[config.mk]
export PLATFORM = sky130hd
export DESIGN_NAME = rx_sync_ctrl_flat
export DESIGN_NICKNAME = d
export VERILOG_FILES = /design/src/rtl/rx_pkg.sv /design/src/rtl/rx_sync_ctrl_if.sv /design/src/rtl/rx_sat_counter.sv /design/src/rtl/rx_sync_ctrl.sv /design/src/flat_wrapper.sv
export SDC_FILE = /design/constraint.sdc
export NUM_CORES = 1
export LEC_CHECK = 0
export ABC_CLOCK_PERIOD_IN_PS = 2800
export CAP_MARGIN = 20
export CORE_MARGIN = 5
export CORE_UTILIZATION = 42
export DETAILED_ROUTE_END_ITERATION = 10
export GPL_ROUTABILITY_DRIVEN = 0
export PLACE_DENSITY = 0.82
export SLEW_MARGIN = 0
export SYNTH_ARGS = -nofsm -noshare
export SYNTH_HDL_FRONTEND = slang
export SYNTH_SLANG_ARGS = --single-unit
export TNS_END_PERCENT = 20
[constraint.sdc]
create_clock -name s_axi_aclk -period 2.8 [get_ports s_axi_aclk]
set_input_delay 0.42 -clock s_axi_aclk [delete_from_list [all_inputs] [get_ports s_axi_aclk]]
set_output_delay 0.42 -clock s_axi_aclk [all_outputs]
set_load 0.05 [all_outputs]
[src/rtl/rx_pkg.sv]
// Shared definitions for the receive sync controller: state encodings,
// default lock/loss thresholds and the keystream width.
package rx_pkg;

    localparam int RX_KEY_W        = 32;
    localparam int RX_LOCK_CNT_DEF = 8;
    localparam int RX_LOSS_CNT_DEF = 4;
    localparam int RX_RUN_W        = 8;

    typedef enum logic [1:0] {
        ST_IDLE = 2'd0,
        ST_ARM  = 2'd1,
        ST_HUNT = 2'd2,
        ST_LOCK = 2'd3
    } rx_state_t;

    // Value a run counter holds on the beat that completes a run of 'thr'
    // words; comparing against this avoids widening the counter by one bit.
    function automatic logic [RX_RUN_W-1:0] rx_last_step(input int thr);
        return RX_RUN_W'(thr - 1);
    endfunction

endpackage

[src/rtl/rx_sync_ctrl_if.sv]
// AXI-Stream style input bus of the receive datapath, with sof/eof framing.
interface rx_sync_ctrl_if;
    import rx_pkg::*;

    logic                tvalid;
    logic                tready;
    logic                sof;
    logic                eof;
    logic [RX_KEY_W-1:0] tdata;

    modport master (
        output tvalid,
        output sof,
        output eof,
        output tdata,
        input  tready
    );

    modport slave (
        input  tvalid,
        input  sof,
        input  eof,
        input  tdata,
        output tready
    );

endinterface

[src/rtl/rx_sat_counter.sv]
// Status counter with synchronous clear; saturates at all-ones or wraps,
// selected by SATURATE. Clear has priority over increment.
module rx_sat_counter #(
    parameter int WIDTH    = 16,
    parameter bit SATURATE = 1'b1
) (
    input  logic             s_axi_aclk,
    input  logic             s_axi_aresetn,
    input  logic             clr,
    input  logic             inc,
    output logic [WIDTH-1:0] count
);

    logic at_max;

    assign at_max = &count;

    // Counter register: clear wins, saturating mode stops at all-ones.
    always_ff @(posedge s_axi_aclk or negedge s_axi_aresetn) begin
        if (!s_axi_aresetn) begin
            count <= '0;
        end else if (clr) begin
            count <= '0;
        end else if (inc && !(SATURATE && at_max)) begin
            count <= count + WIDTH'(1);
        end
    end

endmodule

[src/rtl/rx_sync_ctrl.sv]
// Receive sync sequencer: seeds the PRBS generator, gates the stream input,
// compares each accepted word with the keystream and tracks lock/loss.
module rx_sync_ctrl
    import rx_pkg::*;
#(
    parameter int C_LOCK_CNT  = RX_LOCK_CNT_DEF,
    parameter int C_LOSS_CNT  = RX_LOSS_CNT_DEF,
    parameter int C_CNT_WIDTH = 16
) (
    input  logic                   s_axi_aclk,
    input  logic                   s_axi_aresetn,
    input  logic                   i_enable,
    input  logic [RX_KEY_W-1:0]    i_seed,
    input  logic                   i_clear,
    output logic                   o_prbs_load,
    output logic [RX_KEY_W-1:0]    o_prbs_seed,
    output logic                   o_prbs_advance,
    input  logic [RX_KEY_W-1:0]    i_prbs,
    rx_sync_ctrl_if.slave          s_axis,
    output logic [1:0]             o_state,
    output logic                   o_locked,
    output logic [C_CNT_WIDTH-1:0] o_err_count,
    output logic [C_CNT_WIDTH-1:0] o_frame_count
);

    localparam logic [RX_RUN_W-1:0] LOCK_LAST = rx_last_step(C_LOCK_CNT);
    localparam logic [RX_RUN_W-1:0] LOSS_LAST = rx_last_step(C_LOSS_CNT);

    rx_state_t             state_q, state_d;
    logic [RX_RUN_W-1:0]   match_q, match_d;
    logic [RX_RUN_W-1:0]   miss_q,  miss_d;
    logic                  load_q,  load_d;
    logic                  locked_q;
    logic [RX_KEY_W-1:0]   seed_q;
    logic                  advance;
    logic                  err_inc;
    logic                  frame_inc;
    logic                  beat;
    logic                  match;

    // Ready follows the registered state and is held off while the generator
    // reloads, so the first compared word always sees a fresh keystream.
    assign s_axis.tready  = (state_q != ST_IDLE) && !load_q;
    assign beat           = s_axis.tvalid && s_axis.tready;
    assign match          = (s_axis.tdata == i_prbs);

    assign o_prbs_load    = load_q;
    assign o_prbs_seed    = seed_q;
    assign o_prbs_advance = advance;
    assign o_state        = state_q;
    assign o_locked       = locked_q;

    // Next-state, run counters, reload request and per-beat strobes.
    always_comb begin
        state_d   = state_q;
        match_d   = match_q;
        miss_d    = miss_q;
        load_d    = 1'b0;
        advance   = 1'b0;
        err_inc   = 1'b0;
        frame_inc = 1'b0;

        if (!i_enable) begin
            state_d = ST_IDLE;
            match_d = '0;
            miss_d  = '0;
        end else begin
            case (state_q)
                ST_IDLE: begin
                    load_d  = 1'b1;
                    state_d = ST_ARM;
                    match_d = '0;
                    miss_d  = '0;
                end

                ST_ARM: begin
                    // Words before the first sof are dropped without stepping
                    // the generator; a failed sof compare reseeds and retries.
                    if (beat && s_axis.sof) begin
                        advance = 1'b1;
                        if (match) begin
                            if (C_LOCK_CNT == 1) begin
                                state_d = ST_LOCK;
                                match_d = '0;
                            end else begin
                                state_d = ST_HUNT;
                                match_d = RX_RUN_W'(1);
                            end
                        end else begin
                            load_d = 1'b1;
                        end
                    end
                end

                ST_HUNT: begin
                    if (beat) begin
                        advance = 1'b1;
                        if (match) begin
                            if (match_q == LOCK_LAST) begin
                                state_d = ST_LOCK;
                                match_d = '0;
                            end else begin
                                match_d = match_q + RX_RUN_W'(1);
                            end
                        end else begin
                            load_d  = 1'b1;
                            match_d = '0;
                            state_d = ST_ARM;
                        end
                    end
                end

                ST_LOCK: begin
                    if (beat) begin
                        advance   = 1'b1;
                        frame_inc = s_axis.eof;
                        if (match) begin
                            miss_d = '0;
                        end else begin
                            err_inc = 1'b1;
                            if (miss_q == LOSS_LAST) begin
                                load_d  = 1'b1;
                                miss_d  = '0;
                                state_d = ST_ARM;
                            end else begin
                                miss_d = miss_q + RX_RUN_W'(1);
                            end
                        end
                    end
                end

                default: begin
                    state_d = ST_IDLE;
                end
            endcase
        end
    end

    // Control registers: state, run counters, reload pulse, lock flag, seed.
    always_ff @(posedge s_axi_aclk or negedge s_axi_aresetn) begin
        if (!s_axi_aresetn) begin
            state_q  <= ST_IDLE;
            match_q  <= '0;
            miss_q   <= '0;
            load_q   <= 1'b0;
            locked_q <= 1'b0;
            seed_q   <= '0;
        end else begin
            state_q  <= state_d;
            match_q  <= match_d;
            miss_q   <= miss_d;
            load_q   <= load_d;
            locked_q <= (state_d == ST_LOCK);
            seed_q   <= i_seed;
        end
    end

    rx_sat_counter #(
        .WIDTH    (C_CNT_WIDTH),
        .SATURATE (1'b1)
    ) u_err_cnt (
        .s_axi_aclk    (s_axi_aclk),
        .s_axi_aresetn (s_axi_aresetn),
        .clr           (i_clear),
        .inc           (err_inc),
        .count         (o_err_count)
    );

    rx_sat_counter #(
        .WIDTH    (C_CNT_WIDTH),
        .SATURATE (1'b0)
    ) u_frame_cnt (
        .s_axi_aclk    (s_axi_aclk),
        .s_axi_aresetn (s_axi_aresetn),
        .clr           (i_clear),
        .inc           (frame_inc),
        .count         (o_frame_count)
    );

endmodule

[src/flat_wrapper.sv]
// flat-port wrapper written by rule: the top's interface ports become plain ports
module rx_sync_ctrl_flat import rx_pkg::*;
#(
    parameter int C_LOCK_CNT  = RX_LOCK_CNT_DEF,
    parameter int C_LOSS_CNT  = RX_LOSS_CNT_DEF,
    parameter int C_CNT_WIDTH = 16
)
  (s_axi_aclk, s_axi_aresetn, i_enable, i_seed, i_clear, o_prbs_load, o_prbs_seed, o_prbs_advance, i_prbs, o_state, o_locked, o_err_count, o_frame_count, s_axis_tvalid, s_axis_sof, s_axis_eof, s_axis_tdata, s_axis_tready);
  rx_sync_ctrl_if s_axis_i ();
  input  logic s_axi_aclk;
  input  logic s_axi_aresetn;
  input  logic i_enable;
  input  logic [RX_KEY_W-1:0] i_seed;
  input  logic i_clear;
  output logic o_prbs_load;
  output logic [RX_KEY_W-1:0] o_prbs_seed;
  output logic o_prbs_advance;
  input  logic [RX_KEY_W-1:0] i_prbs;
  output logic [1:0] o_state;
  output logic o_locked;
  output logic [C_CNT_WIDTH-1:0] o_err_count;
  output logic [C_CNT_WIDTH-1:0] o_frame_count;
  input wire logic [$bits(s_axis_i.tvalid)-1:0] s_axis_tvalid;
  input wire logic [$bits(s_axis_i.sof)-1:0] s_axis_sof;
  input wire logic [$bits(s_axis_i.eof)-1:0] s_axis_eof;
  input wire logic [$bits(s_axis_i.tdata)-1:0] s_axis_tdata;
  output wire logic [$bits(s_axis_i.tready)-1:0] s_axis_tready;
  assign s_axis_i.tvalid = s_axis_tvalid;
  assign s_axis_i.sof = s_axis_sof;
  assign s_axis_i.eof = s_axis_eof;
  assign s_axis_i.tdata = s_axis_tdata;
  assign s_axis_tready = s_axis_i.tready;
  rx_sync_ctrl #(.C_LOCK_CNT(C_LOCK_CNT), .C_LOSS_CNT(C_LOSS_CNT), .C_CNT_WIDTH(C_CNT_WIDTH)) u_core (.s_axi_aclk(s_axi_aclk), .s_axi_aresetn(s_axi_aresetn), .i_enable(i_enable), .i_seed(i_seed), .i_clear(i_clear), .o_prbs_load(o_prbs_load), .o_prbs_seed(o_prbs_seed), .o_prbs_advance(o_prbs_advance), .i_prbs(i_prbs), .s_axis(s_axis_i), .o_state(o_state), .o_locked(o_locked), .o_err_count(o_err_count), .o_frame_count(o_frame_count));
endmodule
==> reports/summary.txt <==
status: finished, final reports clean
vias: 3440
CTS H-tree depth: 3
drt total wl: 10400 um
DRT Pass-1 Iters: 4
fin util: 0.667
DRC viols: 0
Post-Synthesis Cells: 377
IO buf count: 172
grt total ovfl: 0
critical path peak fanout: 8
Synthesized Nets: 489
largest net degree at the start of global routing: 85
synthesized area per cell: 10.5 sq um
Synth area leader: dfrtp_1
Routed Antenna Nets: 0
#FFs+latches synth: 84
Area after DPL: 0.00587 sq mm
crit end category: primary output
layout cell share with drive strength beyond 1: 0.0654
CTS Sinks: 84
Leak: 2.49 nW
Final #Nets: 673
antenna cell count: 0
RSZ-0062 raised after global routing: no
final cycle utilization of the critical path: 0.928
commonest non-fill, non-tap cell in the layout: clkdlybuf4s50_1
skew final: 10.0 ps
Final Setup Violations: 0
Setup Crit Path Kind: reg -> out
worst relative slew slack: 0.573
Synth top area share: 0.532
net switching fraction of the power: 0.248
clock buffer depth: 2
die width: 107 um
Synth Cell Area: 0.00395 sq mm
GRT Util Overall: 0.187
core region area: 0.00920 sq mm
FF-to-FF Start: u_core.o_state[1]
CTS Buf Count: 9
DRT iter0 DRCs: 210
Comb pwr share: 0.170
worst slew pin tran: 638 ps
cts repair resizes: 0
Sequential Power Share: 0.471
initial antenna violation count: 0
clock root cell: clkbuf_8
Die ar.: 0.0115 sq mm
number of global-route vias before repair: 3566
CP Data Required Time: 2380 ps
hpwl dp: 8240 um
Avg WL per Cell: 15.4 um
Die Span Y: 107 um
HP Class: in -> async
largest cells by area after synthesis: dfrtp_1 (53%), xnor2_1 (9.3%), nor2_1 (3.8%)
Yosys warnings: 0
Starting Density: 0.430
critical path data arrival time: 2180 ps
design area: 0.00613 sq mm
Clock Power Share: 0.359
# IOs: 173
CTS tree: done
crit start category: flop
postcts setup bufs: 0
max frequency: 385 MHz
Vias/cell: 5.08
global-route wire length before repair: 17000 um
pwr dens: 433 mW/mm^2
VDD IR max: 369 uV
clock slew at reported path FFs: 90 ps
Int Power: 2.00 mW
Rows: 35
sequential area share after synthesis: 0.532
P&R area growth vs syn: 55.2%
post-synth cell types: 40
most frequent cells in the layout: clkdlybuf4s50_1 (170), dfrtp_1 (82), xnor2_1 (42), nor2_1 (39), nand2_1 (21)
Worst-Skew Late Latency: 350 ps
Final Hold Fails: 0
Slew Limit Fails: 0
fin crit period: 2600 ps
NetSw: 0.659 mW
CP startpoint: u_core.o_state[1]
max cap viols: 0
final cells by class:
type                            count  area, sq um
Timing Repair Buffer              180         1810
Multi-Input combinational cell    269         1790
Tap cell                          111          139
Fill cell                         711         3060
Clock inverter                      5         83.8
Inverter                           17         63.8
Sequential cell                    84         2100
Clock buffer                       11          141
power groups by stage:
stage | clock (mW) | sequential (mW) | combinational (mW)
floorplan | 0 | 1.37 | 0.0963
finish | 0.954 | 1.25 | 0.451
global placement | 0 | 1.27 | 0.441
global route | 1.03 | 1.25 | 0.480
detailed placement | 0 | 1.27 | 0.448
CTS | 0.979 | 1.25 | 0.449
synth_stat cells, drive strengths merged:
cell / count
xnor2: 42
o22ai: 3
mux2i: 3
o311a: 1
a21boi: 1
and4: 5
nand4: 18
or3: 8
nor2b: 9
a21oi: 13
ha: 9
mux2: 3
clkbuf: 6
nor3b: 2
nor2: 40
nand3: 10
o2bb2ai: 2
inv: 17
a2111oi: 1
and3: 10
nand2: 21
o21ai: 26
o211ai: 1
nor3: 7
and2: 2
a41oi: 1
o31ai: 1
or2: 1
nor4: 3
nand2b: 3
or4: 7
a22o: 5
xor2: 11
dfrtp: 84
buf: 1
sequential cells by signal, indices dropped and copies added, names as in the netlist:
name                      cells
u_core.miss_q                 8
u_core.o_state                2
u_core.u_frame_cnt.count     16
u_core.match_q                8
u_core.u_err_cnt.count       16
u_core.o_prbs_seed           32
u_core.o_locked               1
u_core.o_prbs_load            1
metrics by stage:
stage | TNS (ps) | setup slack, ps | power (mW) | hold WS [ps] | cells
floorplan | 0 | 112 | 1.46 | 124 | 377
global placement | 0 | 25.4 | 1.71 | 488 | 659
detailed placement | -325 | -83.9 | 1.72 | 513 | 659
CTS | 0 | 176 | 2.68 | 270 | 675
global route | 0 | 66.3 | 2.76 | 476 | 677
finish | 0 | 201 | 2.65 | 490 | 677
timing repair:
item	in CTS	in global routing
hold buffers	0	1
endpoints found under the hold margin	0	21
setup endpoints to repair	0	0
metal layers:
metal	track usage	vias up	share of wire	wire length, um
met5	0	-	0	0
met1	0.216	1643	0.38	4010
met3	0.0662	10	0.074	769
met2	0.327	104	0.53	5550
met4	0.0493	0	0.0097	101
li1	-	1683	-	-
worst max-delay path, cell delays in order, from the launching register on:
cell,delay [ps]
dfrtp_2,410
inv_1,100
ha_1,340
nor2_4,160
clkdlybuf4s50_1,820
kinds of logic after synthesis:
logic type,share of synthesized area
adders and majority gates,0.0285
DFF,0.532
and+or+nand+nor,0.201
muxes,0.0161
AOI/OAI and AO/OA,0.0823
xor gates and xnor gates,0.117
buffers and inverters,0.0231
path summary, 6_finish.rpt:
path	endpoint	slack [ps]	cells after the start
max	s_axis_tready	200	4
min	u_core.o_prbs_seed[25]	490	2
max reg2reg	u_core.u_err_cnt.count[11]	210	9
min reg2reg	u_core.miss_q[0]	530	1
max in group asynchronous	u_core.o_state[0]	1700	3
min in group s_axi_aclk	u_core.o_prbs_seed[21]	490	1
(Power assumes the default switching activity.)
